===== config.mk =====
export PLATFORM = sky130hd
export DESIGN_NAME = l2_sram_memory_bridge_flat
export DESIGN_NICKNAME = d
export VERILOG_FILES = /design/src/rtl/l2_config_and_types.sv /design/src/rtl/l2_memory_interface.sv /design/src/rtl/l2_sram_memory_bridge.sv /design/src/flat_wrapper.sv
export SDC_FILE = /design/constraint.sdc
export NUM_CORES = 1
export LEC_CHECK = 0
export ABC_AREA = 1
export BUFFER_PORTS_ARGS = -buffer_cell sky130_fd_sc_hd__buf_2
export CORE_MARGIN = 10
export CORE_UTILIZATION = 35
export CTS_CLUSTER_SIZE = 30
export DETAILED_ROUTE_END_ITERATION = 10
export GPL_TIMING_DRIVEN = 0
export PLACE_DENSITY = 0.84
export SYNTH_ARGS = -nofsm -noshare
export SYNTH_HDL_FRONTEND = slang
export SYNTH_SLANG_ARGS = --single-unit

===== constraint.sdc =====
create_clock -name clk -period 1.5 [get_ports clk]
set_input_delay 0.45 -clock clk [delete_from_list [all_inputs] [get_ports clk]]
set_output_delay 0.45 -clock clk [all_outputs]
set_load 0.02 [all_outputs]

===== src/rtl/l2_config_and_types.sv =====
// Shared L2 widths and types for the arbiter and its memory-side consumers.
package l2_config_and_types;

    localparam int L2_NUM_PORTS = 4;
    localparam int L2_SUB_ID_W  = 2;
    localparam int L2_ID_W      = $clog2(L2_NUM_PORTS) + L2_SUB_ID_W;

    typedef logic [L2_ID_W-1:0] l2_id_t;

    typedef enum logic [1:0] {
        IDLE,
        READ_BURST,
        WRITE_BURST,
        DROP_BURST
    } l2_sram_bridge_state_t;

endpackage


===== src/rtl/l2_memory_interface.sv =====
// Request / write-data / read-return bundle between the L2 arbiter and its memory backend.
interface l2_memory_interface;
    import l2_config_and_types::*;

    logic [29:0] addr;
    logic [3:0]  be;
    logic        rnw;
    logic        is_amo;
    logic [4:0]  amo_type_or_burst_size;
    l2_id_t      id;
    logic        request_valid;
    logic        abort;
    logic        request_pop;
    logic [31:0] wr_data;
    logic        wr_data_valid;
    logic        wr_data_read;
    logic [31:0] rd_data;
    l2_id_t      rd_id;
    logic        rd_data_valid;

    modport master (
        output addr, be, rnw, is_amo, amo_type_or_burst_size, id, request_valid, abort,
        output wr_data, wr_data_valid,
        input  request_pop, wr_data_read, rd_data, rd_id, rd_data_valid
    );

    modport slave (
        input  addr, be, rnw, is_amo, amo_type_or_burst_size, id, request_valid, abort,
        input  wr_data, wr_data_valid,
        output request_pop, wr_data_read, rd_data, rd_id, rd_data_valid
    );

endinterface


===== src/rtl/l2_sram_memory_bridge.sv =====
// Executes L2 memory-port requests one at a time against a single-port synchronous SRAM
// (1-cycle read latency), returning id-tagged read words and consuming/discarding write data.
module l2_sram_memory_bridge
    import l2_config_and_types::*;
#(
    parameter int RAM_ADDR_W = 14
) (
    input  logic                  clk,
    input  logic                  rst,
    l2_memory_interface.slave     mem,
    output logic [RAM_ADDR_W-1:0] ram_addr,
    output logic                  ram_en,
    output logic [3:0]            ram_we,
    output logic [31:0]           ram_wdata,
    input  logic [31:0]           ram_rdata
);

    l2_sram_bridge_state_t state_q, state_d;
    logic [RAM_ADDR_W-1:0] addr_q, addr_d;
    l2_id_t                id_q, id_d;
    logic [3:0]            be_q, be_d;
    logic [4:0]            count_q, count_d;
    logic                  single_q, single_d;
    logic                  rd_vld_q, rd_vld_d;
    l2_id_t                rd_id_q, rd_id_d;

    logic       request_pop;
    logic       wr_data_read;
    logic [4:0] req_count;
    logic       last_beat;
    logic       unused_addr_hi;

    assign req_count      = mem.is_amo ? 5'd0 : mem.amo_type_or_burst_size;
    assign last_beat      = (count_q == 5'd0);
    assign unused_addr_hi = ^mem.addr[29:RAM_ADDR_W];

    always_comb begin
        state_d      = state_q;
        addr_d       = addr_q;
        id_d         = id_q;
        be_d         = be_q;
        count_d      = count_q;
        single_d     = single_q;
        rd_vld_d     = 1'b0;
        rd_id_d      = rd_id_q;
        request_pop  = 1'b0;
        wr_data_read = 1'b0;
        ram_en       = 1'b0;
        ram_we       = 4'h0;
        ram_addr     = addr_q;
        ram_wdata    = mem.wr_data;

        unique case (state_q)
            IDLE: begin
                if (mem.request_valid) begin
                    request_pop = 1'b1;
                    addr_d      = mem.addr[RAM_ADDR_W-1:0];
                    id_d        = mem.id;
                    be_d        = mem.be;
                    count_d     = req_count;
                    single_d    = (req_count == 5'd0);
                    if (mem.rnw)        state_d = READ_BURST;
                    else if (mem.abort) state_d = DROP_BURST;
                    else                state_d = WRITE_BURST;
                end
            end
            READ_BURST: begin
                ram_en   = 1'b1;
                rd_vld_d = 1'b1;
                rd_id_d  = id_q;
                addr_d   = addr_q + RAM_ADDR_W'(1);
                count_d  = count_q - 5'd1;
                if (last_beat) begin
                    count_d = 5'd0;
                    state_d = IDLE;
                end
            end
            WRITE_BURST: begin
                if (mem.wr_data_valid) begin
                    wr_data_read = 1'b1;
                    ram_en       = 1'b1;
                    // Byte enables only mean something for single-word writes; bursts are full lines.
                    ram_we       = single_q ? be_q : 4'hF;
                    addr_d       = addr_q + RAM_ADDR_W'(1);
                    count_d      = count_q - 5'd1;
                    if (last_beat) begin
                        count_d = 5'd0;
                        state_d = IDLE;
                    end
                end
            end
            DROP_BURST: begin
                if (mem.wr_data_valid) begin
                    wr_data_read = 1'b1;
                    count_d      = count_q - 5'd1;
                    if (last_beat) begin
                        count_d = 5'd0;
                        state_d = IDLE;
                    end
                end
            end
            default: state_d = IDLE;
        endcase
    end

    always_ff @(posedge clk) begin
        if (rst) begin
            state_q  <= IDLE;
            addr_q   <= '0;
            id_q     <= '0;
            be_q     <= '0;
            count_q  <= '0;
            single_q <= 1'b0;
            rd_vld_q <= 1'b0;
            rd_id_q  <= '0;
        end else begin
            state_q  <= state_d;
            addr_q   <= addr_d;
            id_q     <= id_d;
            be_q     <= be_d;
            count_q  <= count_d;
            single_q <= single_d;
            rd_vld_q <= rd_vld_d;
            rd_id_q  <= rd_id_d;
        end
    end

    // SRAM output is already registered, so read data passes straight through.
    assign mem.request_pop   = request_pop;
    assign mem.wr_data_read  = wr_data_read;
    assign mem.rd_data       = ram_rdata;
    assign mem.rd_id         = rd_id_q;
    assign mem.rd_data_valid = rd_vld_q;

endmodule


===== src/flat_wrapper.sv =====
// flat-port wrapper written by rule: the top's interface ports become plain ports
module l2_sram_memory_bridge_flat import l2_config_and_types::*;
#(
    parameter int RAM_ADDR_W = 14
)
  (clk, rst, ram_addr, ram_en, ram_we, ram_wdata, ram_rdata, mem_addr, mem_be, mem_rnw, mem_is_amo, mem_amo_type_or_burst_size, mem_id, mem_request_valid, mem_abort, mem_wr_data, mem_wr_data_valid, mem_request_pop, mem_wr_data_read, mem_rd_data, mem_rd_id, mem_rd_data_valid);
  l2_memory_interface mem_i ();
  input  logic clk;
  input  logic rst;
  output logic [RAM_ADDR_W-1:0] ram_addr;
  output logic ram_en;
  output logic [3:0] ram_we;
  output logic [31:0] ram_wdata;
  input  logic [31:0] ram_rdata;
  input wire logic [$bits(mem_i.addr)-1:0] mem_addr;
  input wire logic [$bits(mem_i.be)-1:0] mem_be;
  input wire logic [$bits(mem_i.rnw)-1:0] mem_rnw;
  input wire logic [$bits(mem_i.is_amo)-1:0] mem_is_amo;
  input wire logic [$bits(mem_i.amo_type_or_burst_size)-1:0] mem_amo_type_or_burst_size;
  input wire logic [$bits(mem_i.id)-1:0] mem_id;
  input wire logic [$bits(mem_i.request_valid)-1:0] mem_request_valid;
  input wire logic [$bits(mem_i.abort)-1:0] mem_abort;
  input wire logic [$bits(mem_i.wr_data)-1:0] mem_wr_data;
  input wire logic [$bits(mem_i.wr_data_valid)-1:0] mem_wr_data_valid;
  output wire logic [$bits(mem_i.request_pop)-1:0] mem_request_pop;
  output wire logic [$bits(mem_i.wr_data_read)-1:0] mem_wr_data_read;
  output wire logic [$bits(mem_i.rd_data)-1:0] mem_rd_data;
  output wire logic [$bits(mem_i.rd_id)-1:0] mem_rd_id;
  output wire logic [$bits(mem_i.rd_data_valid)-1:0] mem_rd_data_valid;
  assign mem_i.addr = mem_addr;
  assign mem_i.be = mem_be;
  assign mem_i.rnw = mem_rnw;
  assign mem_i.is_amo = mem_is_amo;
  assign mem_i.amo_type_or_burst_size = mem_amo_type_or_burst_size;
  assign mem_i.id = mem_id;
  assign mem_i.request_valid = mem_request_valid;
  assign mem_i.abort = mem_abort;
  assign mem_i.wr_data = mem_wr_data;
  assign mem_i.wr_data_valid = mem_wr_data_valid;
  assign mem_request_pop = mem_i.request_pop;
  assign mem_wr_data_read = mem_i.wr_data_read;
  assign mem_rd_data = mem_i.rd_data;
  assign mem_rd_id = mem_i.rd_id;
  assign mem_rd_data_valid = mem_i.rd_data_valid;
  l2_sram_memory_bridge #(.RAM_ADDR_W(RAM_ADDR_W)) u_core (.clk(clk), .rst(rst), .mem(mem_i), .ram_addr(ram_addr), .ram_en(ram_en), .ram_we(ram_we), .ram_wdata(ram_wdata), .ram_rdata(ram_rdata));
endmodule

==> metrics.csv <==
metric,value,unit
status,finished with violations,
violations,negative setup slack,
relSlewSlack,60.94,%
dp_hpwl,6850,um
cts_sinks,35,
die_w,103.4,um
fin_total_pwr,4533,uW
maxCapViolCount,0,
cts_max_level,2,
avgRoutedWirePerCell,14.58,um
clockBufferDepth,2,
final_util,53.83,%
worstSetupEndpoint,ram_en,
cp-startpoint,u_core.state_q[0],
syn_inst,356,
gr-total-overflow,0,
grt_max_degree,12,
endpoint_kind,output pin,
period_share,123.6,%
antenna_found_initial,0,
timing.final.ws_setup,-0.3546,ns
cp-start-kind,flop,
synth_top_cells_by_area,"dfxtp_1 (29%), buf_4 (20%), nand2_1 (9.7%)",
worstSkewPairLatency,0.29,ns
cts_tree,done,
antenna_left,0,
track_usage,14.19,%
ios,204,
yosys.cell_types.count,30,
r2r_cells,11,
setup_viol,10,
synth_top_area_share,28.79,%
worstPathRequired,1.05,ns
synth_fp_nets,478,
rrSetupSlack,-0.05,ns
io_buffer_count,122,
holdWs,0.4072,ns
drtPass1Iterations,4,
core_area,6794,um2
clock_skew,0.005222,ns
tns,-1.995,ns
synth_seq_cells,35,
start_util,35.82,%
min_period,1.855,ns
tightest_slew,0.5859,ns
avgSynthCellArea,6.836,um2
reg2reg_from,u_core.state_q[1],
max_freq,539.2,MHz
yosysTopAreaCell,dfxtp_1,
rr_endpoint,u_core.count_q[0],
yosysWarnings,0,
p_leak,0.001851,uW
vdd_drop_max,0.6938,mV
grt_pass1_vias,2708,
synthToLayoutAreaGrowth,50.28,%
antenna_cells,0,
drc_errors,0,
drt_wl_total,8749,um
critical_path_class,flop to output pin,
fin_nets,625,
via_count,2735,
cts_inserted_buffers,5,
die_h,103.4,um
final_cell_mix,"buf_2 (117), buf_4 (82), nand2_1 (57), nor2_1 (38), dfxtp_1 (31)",
cts.clk_slew.worst_paths,0.08,ns
drt_iter0_drc,85,
root_buffer,clkbuf_8,
num_rows,30,
hold_class,input pin to flop,
crit_path_max_fanout,4,
syn_area,2434,um2
p_per_area,1239,nW/um2
final-hold-violation-count,0,
yosysSeqAreaShare,28.79,%
vias_per_cell,4.558,
layout-drive-gt1-share,53.37,%
rsz0062_at_grt,true,
grt_pass1_wl,12350,um
slew_violations,0,
die_area,10690,um2
place_congestion,0.8928,
arrival,1.40,ns
layout_commonest_cell,buf_2,
==> report_power, final <==
| part | switching, uW | internal [uW] |
|---|---|---|
| logic | 1370 | 1100 |
| registers | 218 | 1150 |
| clock network | 377 | 325 |
==> how the worst min path moves through the flow <==
stage	cells after the start	start	slack, ns	to
floorplan	2	u_core.count_q[4]	0.44	u_core.count_q[4]
global placement	2	u_core.count_q[4]	0.45	u_core.count_q[4]
detailed placement	2	u_core.be_q[3]	0.47	u_core.be_q[3]
CTS	4	mem_rnw	0.40	u_core.state_q[1]
global route	3	mem_addr[1]	0.41	u_core.ram_addr[1]
finish	4	mem_rnw	0.41	u_core.state_q[1]
==> metal layers <==
layer	GRT usage (%)	part of all wire, %	up-vias
li1	-	-	1378
met3	5.050	11	11
met4	3.636	1.1	0
met2	25.83	52	132
met1	15.17	36	1214
met5	0	0	-
==> cell families after synthesis <==
logic type / share of synthesized area [%]
AO/OA/AOI/OAI: 14.24
buffers and inverters: 26.84
AND/OR/NAND/NOR: 25.30
flip-flops: 28.79
adder cells (fa/ha/maj): 4.113
XOR/XNOR: 0.7199
==> cells in the mapped netlist, drive strengths merged <==
library cell and n:
o31ai 2, nand3 20, dfxtp 35, nand4 4
a31oi 2, a21oi 28, o21ai 28, buf 70
a211oi 1, o211ai 2, nand3b 3, xor2 2
clkbuf 2, nand2 64, ha 8, a22oi 1
nor2 48, a22o 1, inv 32, nor3 3
==> sequential cells by signal (all words and copies together), names as in the netlist <==
register                  flops
u_core.be_q                   4
u_core.state_q                2
u_core.mem.rd_id              4
u_core.mem.rd_data_valid      1
u_core.id_q                   4
u_core.single_q               1
u_core.ram_addr              14
u_core.count_q                5
==> worst max-delay path, cell delays in order, from the launching register on <==
cell and delay, ns:
dfxtp_4 0.38, inv_4 0.05, ha_4 0.29, inv_6 0.03, buf_8 0.11, a21oi_4 0.11, buf_6 0.13
==> timing repair <==
item,4_1_cts,5_1_grt
resized for setup,29,37
endpoints found under the setup margin,18,32
gates cloned,0,3
pin swaps,4,18
setup buffers,8,8
hold buffers,0,0
==> metrics by stage <==
step	std cells	setup slack, ns	cell area, um2
2_1_floorplan	356	-0.003182	2477
3_3_place_gp	574	-0.1961	3208
3_5_place_dp	574	-0.2083	3208
4_1_cts	590	-0.3651	3437
5_1_grt	600	-0.3998	3657
6_report	600	-0.3546	3657
==> area by class of cell <==
class / count / area, um2
Sequential cell: 35 / 710.7
Buffer: 71 / 550.5
Timing Repair Buffer: 141 / 822.0
Inverter: 32 / 137.6
Fill cell: 674 / 3137
Clock inverter: 2 / 12.51
Multi-Input combinational cell: 217 / 1231
Clock buffer: 6 / 72.57
Tap cell: 96 / 120.1
Power figures use the tool's default switching activity.
